===== src/rtl/fetch_sequencer.sv =====
// fetch_sequencer
// Program-fetch controller for the 8-bit lab CPU. Owns the program counter,
// drives the combinational instruction-memory address, registers each fetched
// word and offers it to decode through a valid/ready handshake. Supports
// free-run, single-step, jumps on accept, halt requests and end-of-program
// detection (pc >= PROG_LEN).
//
// Ports:
//   clk          rising-edge clock
//   clear        asynchronous active-low reset
//   run          level, continuous fetching while high
//   step         pulse, fetch/issue exactly one instruction
//   halt_req     pulse, stop after the current instruction
//   restart      pulse, leave HALT and reload pc with START_ADDR
//   imem_addr    instruction memory address (= pc)
//   imem_data    instruction word from memory
//   instr        registered instruction to decode
//   instr_valid  instr holds an unaccepted instruction
//   instr_ready  decode accepts instr this cycle
//   jump_valid   qualifies jump_target, sampled only on accept
//   jump_target  next pc when jump_valid on accept
//   pc           current program counter
//   busy         high while fetching or issuing
//   done         high while halted
module fetch_sequencer #(
  parameter int ADDR_W     = 8,
  parameter int DATA_W     = 8,
  parameter int PROG_LEN   = 12,
  parameter int START_ADDR = 0
) (
  input  logic              clk,
  input  logic              clear,
  input  logic              run,
  input  logic              step,
  input  logic              halt_req,
  input  logic              restart,
  output logic [ADDR_W-1:0] imem_addr,
  input  logic [DATA_W-1:0] imem_data,
  output logic [DATA_W-1:0] instr,
  output logic              instr_valid,
  input  logic              instr_ready,
  input  logic              jump_valid,
  input  logic [ADDR_W-1:0] jump_target,
  output logic [ADDR_W-1:0] pc,
  output logic              busy,
  output logic              done
);

  typedef enum logic [2:0] {
    S_IDLE,
    S_FETCH,
    S_ISSUE,
    S_PAUSE,
    S_HALT
  } state_t;

  localparam logic [ADDR_W-1:0] START_PC   = ADDR_W'(START_ADDR);
  localparam logic [31:0]       PROG_LEN_W = 32'(PROG_LEN);

  state_t              state_reg, state_next;
  logic [ADDR_W-1:0]   pc_reg, pc_next;
  logic [DATA_W-1:0]   instr_reg, instr_next;
  logic                valid_reg, valid_next;
  logic                halt_pend_reg, halt_pend_next;
  logic                single_reg, single_next;

  logic [ADDR_W-1:0]   target_pc;
  logic                past_end;

  // Candidate pc for the accept cycle; increment wraps naturally at 2^ADDR_W.
  assign target_pc = jump_valid ? jump_target : pc_reg + ADDR_W'(1);
  // Unsigned compare of the candidate pc against the program length.
  assign past_end  = {{(32-ADDR_W){1'b0}}, target_pc} >= PROG_LEN_W;

  always_ff @(posedge clk or negedge clear) begin
    if (!clear) begin
      state_reg     <= S_IDLE;
      pc_reg        <= START_PC;
      instr_reg     <= '0;
      valid_reg     <= 1'b0;
      halt_pend_reg <= 1'b0;
      single_reg    <= 1'b0;
    end else begin
      state_reg     <= state_next;
      pc_reg        <= pc_next;
      instr_reg     <= instr_next;
      valid_reg     <= valid_next;
      halt_pend_reg <= halt_pend_next;
      single_reg    <= single_next;
    end
  end

  always_comb begin
    state_next     = state_reg;
    pc_next        = pc_reg;
    instr_next     = instr_reg;
    valid_next     = valid_reg;
    halt_pend_next = halt_pend_reg;
    single_next    = single_reg;

    case (state_reg)
      // IDLE and PAUSE react to commands identically; they differ only in
      // how they were entered. halt_req has priority, and run overrides step.
      S_IDLE, S_PAUSE: begin
        if (halt_req) begin
          state_next = S_HALT;
        end else if (run) begin
          state_next  = S_FETCH;
          single_next = 1'b0;
        end else if (step) begin
          state_next  = S_FETCH;
          single_next = 1'b1;
        end
      end

      S_FETCH: begin
        instr_next = imem_data;
        valid_next = 1'b1;
        state_next = S_ISSUE;
        // The word being fetched is still issued; remember the halt for later.
        if (halt_req) halt_pend_next = 1'b1;
      end

      S_ISSUE: begin
        if (instr_ready) begin
          pc_next    = target_pc;
          valid_next = 1'b0;
          if (halt_pend_reg || halt_req || past_end) begin
            state_next  = S_HALT;
            single_next = 1'b0;
          end else if (single_reg || !run) begin
            state_next  = S_PAUSE;
            single_next = 1'b0;
          end else begin
            state_next = S_FETCH;
          end
        end else if (halt_req) begin
          halt_pend_next = 1'b1;
        end
      end

      S_HALT: begin
        if (restart) begin
          state_next     = S_IDLE;
          pc_next        = START_PC;
          halt_pend_next = 1'b0;
          single_next    = 1'b0;
        end
      end

      default: state_next = S_IDLE;
    endcase
  end

  assign imem_addr   = pc_reg;
  assign pc          = pc_reg;
  assign instr       = instr_reg;
  assign instr_valid = valid_reg;
  assign busy        = (state_reg == S_FETCH) || (state_reg == S_ISSUE);
  assign done        = (state_reg == S_HALT);

endmodule

===== config.mk =====
export PLATFORM = sky130hd
export DESIGN_NAME = fetch_sequencer
export DESIGN_NICKNAME = d
export VERILOG_FILES = /design/src/rtl/fetch_sequencer.sv
export SDC_FILE = /design/constraint.sdc
export NUM_CORES = 1
export LEC_CHECK = 0
export CORE_ASPECT_RATIO = 2
export CORE_MARGIN = 1
export CORE_UTILIZATION = 44
export CTS_CLUSTER_SIZE = 20
export DETAILED_ROUTE_END_ITERATION = 10
export PLACE_DENSITY_LB_ADDON = 0.25
export SLEW_MARGIN = 10
export SYNTH_ARGS = -nofsm -noshare
export SYNTH_HDL_FRONTEND = slang
export SYNTH_SLANG_ARGS = --single-unit

===== constraint.sdc =====
create_clock -name clk -period 2.4 [get_ports clk]
set_clock_uncertainty 0.05 [all_clocks]
set_input_delay 0.6 -clock clk [delete_from_list [all_inputs] [get_ports clk]]
set_output_delay 0.6 -clock clk [all_outputs]
set_load 0.01 [all_outputs]

==> qor.csv, run 1 <==
metric,value,unit
status,"complete, no violations",
Antenna Cells,0,
Starting Density,46.2,%
Worst Setup Start Kind,flop,
syn_nets,175,
Min-Delay Path Class,reg -> reg,
root cell of the clock tree,clkbuf_8,
Synth area leaders,"dfrtp_1 40%, mux2_2 6.6%, o21ai_0 6.3%",
crit path kind,reg -> out,
Slew Limit Fails,0,
Synth Instances,150,
post-detail-place hpwl,2.86,mm
post-synth top area share,40.5,%
Post-CTS Setup Bufs,0,
TritonRoute pass-1 iters,4,
Syn Area/Cell,9.07,um^2
setup TNS,0,ns
Worst Path Arrival,1.62,ns
Yosys cell types,40,
TritonCTS clock tree,yes,
GRT Residual Overflow,0,
Fin. Hold Viols,0,
Antenna Violating Nets Remaining,0,
Area Growth Syn to Fin,45.1,%
"Cell Count, Final, Fillers Out",230,
Vias/cell,5.73,
core region area,0.00294,mm^2
final WL,3.68,mm
die width,41.3,um
Post-synth EDFFs,0,
via count,1319,
clk slew on worst S/H paths,0.09,ns
sequential cell area,551,um^2
area of the multi-input gates,702,um^2
H-tree depth,1,
crit path max fanout,11,
Slew @ Worst Pin,0.488,ns
GRT Total Usage,24.6,%
Mapped Area,0.00136,mm^2
die area,0.00333,mm^2
initial antenna violation count,0,
f_max,0.441,GHz
post-cts repair resize count,0,
dpl cells,226,
Ports,51,
Layout Nets,226,
sequential share of the synthesized area,40.5,%
max_cap viols,0,
Most used DFF post-synth,dfrtp_1,
port buffer count,50,
Yosys Warn Count,0,
Iter 0 DRT Violations,32,
worst relative slew slack,67.2,%
CP endpoint kind,output pin,
Worst path slowest cell,clkdlybuf4s50_1,
Synth Register Bits,22,
placement row count,28,
RSZ-0062 raised after global routing,no,
Worst EP required,1.75,ns
power per cell area,1000,mW/mm^2
min cycle time layout,2.27,ns
clk buf depth,2,
vias in the first global route,1302,
final setup fails,0,
Fillers,245,
period utilization,94.4,%
critical path's largest stage delay,0.57,ns
leak pwr,0.813,nW
clk sinks,22,
total CTS buffers,3,
Routability Congestion,0.857,
Die Span Y,80.6,um
DRC,0,
clk_lat worst skew,0.27,ns
CP cell instances,buf_4 -> nor3_2 -> clkdlybuf4s50_1,
# hold bufs at CTS,0,
pin count of the biggest net entering global routing,23,
first-pass GRT wire length,5.66,mm
DR WL/cell,16.0,um
Peak supply drop,0.631,mV
post-synth top area cell,dfrtp_1,
share of cells above drive strength 1,14.5,%
Async SR Flop Fraction,100,%
[cells in the final DEF, fill, tap and decap left out, drive strengths merged, types with 2 or more instances in the layout]
cell           Yosys  routed
nand2b             4       4
clkbuf             6       3
o2111ai            3       3
buf                9      11
a21oi              8       8
clkdlybuf4s50      0      49
nand2              8       8
nand3              3       3
mux2i              4       4
o31ai              3       3
o21ai             17      17
nor2              13      13
and2               2       2
inv                7       7
xnor2              2       2
dfrtp             22      22
mux2               8       8
a31oi              3       3
nor4               4       4
nor3               6       6
[worst max-delay path: cells and delay by family, from the launching register on]
kind | cells | cell delay [ns]
buf+inv | 2 | 0.75
flops | 1 | 0.41
simple gates | 1 | 0.19
[metrics by stage]
stage,total power [mW],setup WS (ns),hold slack [ns],instance area [um^2],utilization [%]
2_1_floorplan,1.15,0.404,0.254,1360,-
3_3_place_gp,1.60,0.217,0.414,1890,64.4
3_5_place_dp,1.62,0.180,0.420,1890,64.4
4_1_cts,1.98,0.0238,0.441,1970,66.8
5_1_grt,2.10,0.0562,0.472,1970,67.0
6_report,1.97,0.133,0.436,1970,67.0
[layer usage]
metal | part of all wire [%] | track usage [%]
met3 | 3.8 | 1.66
met2 | 58 | 47.7
met5 | 0 | 0
met4 | 1.0 | 7.74
met1 | 37 | 24.5
[final timing paths]
path,from,endpoint,slack [ns],cells after the start
max,state_reg[0]$_DFFE_PN0P_,done,0.13,3
min,instr_valid$_DFFE_PN0P_,instr_valid$_DFFE_PN0P_,0.44,1
max reg2reg,imem_addr[0]$_DFFE_PN0P_,state_reg[2]$_DFFE_PN0P_,0.30,6
min reg2reg,instr_valid$_DFFE_PN0P_,instr_valid$_DFFE_PN0P_,0.44,1
max in group asynchronous,clear,single_reg$_DFFE_PN0P_,1.43,2
min in group asynchronous,clear,imem_addr[6]$_DFFE_PN0P_,0.62,2
[synth_stat cells (2+ instances only)]
cell	number
mux2_2	8
and2_1	2
nor3_1	6
o2111ai_1	3
nor2_1	13
a31oi_1	3
nand2_1	7
nor4_1	4
o21ai_0	17
nand2b_1	4
o31ai_1	3
xnor2_1	2
dfrtp_1	22
clkbuf_1	6
inv_1	7
nand3_1	2
mux2i_1	4
a21oi_1	8
buf_4	8
[cell families (layout without fill, tap and decap cells)]
logic type      after synthesis  count (layout)  synth area share (%)
fa+ha+maj                     1               1                 0.920
simple gates                 44              44                  17.1
compound gates               46              46                  21.7
xor+xnor                      3               3                  1.93
buf+inv                      22              72                  8.28
flops                        22              22                  40.5
mux                          12              12                  9.57
[where the power goes]
part           total (mW)  internal [mW]  switching [mW]  leakage [nW]
registers           0.621          0.510           0.112         0.281
logic               0.997          0.553           0.444         0.496
clock network       0.355          0.223           0.132        0.0357
[area by class of cell]
| class | instances | share of cell area, % |
|---|---|---|
| multi-input cells | 106 | 35.6 |
| repair buffers | 61 | 29.7 |
| clock buffers | 3 | 2.09 |
| well taps | 30 | 1.90 |
| inverters | 7 | 1.33 |
| flip-flops and latches | 22 | 27.9 |
| clock inverters | 1 | 1.52 |
(Power assumes the default switching activity.)
==> run 2, diff against run 1 <==
--- a/config.mk
+++ b/config.mk
@@ -11,7 +11,6 @@
 export CTS_CLUSTER_SIZE = 20
 export DETAILED_ROUTE_END_ITERATION = 10
 export PLACE_DENSITY_LB_ADDON = 0.25
-export SLEW_MARGIN = 10
 export SYNTH_ARGS = -nofsm -noshare
 export SYNTH_HDL_FRONTEND = slang
 export SYNTH_SLANG_ARGS = --single-unit
==> results of run 2 <==
Final layout, timing and power as in run 1 (identical DEF).
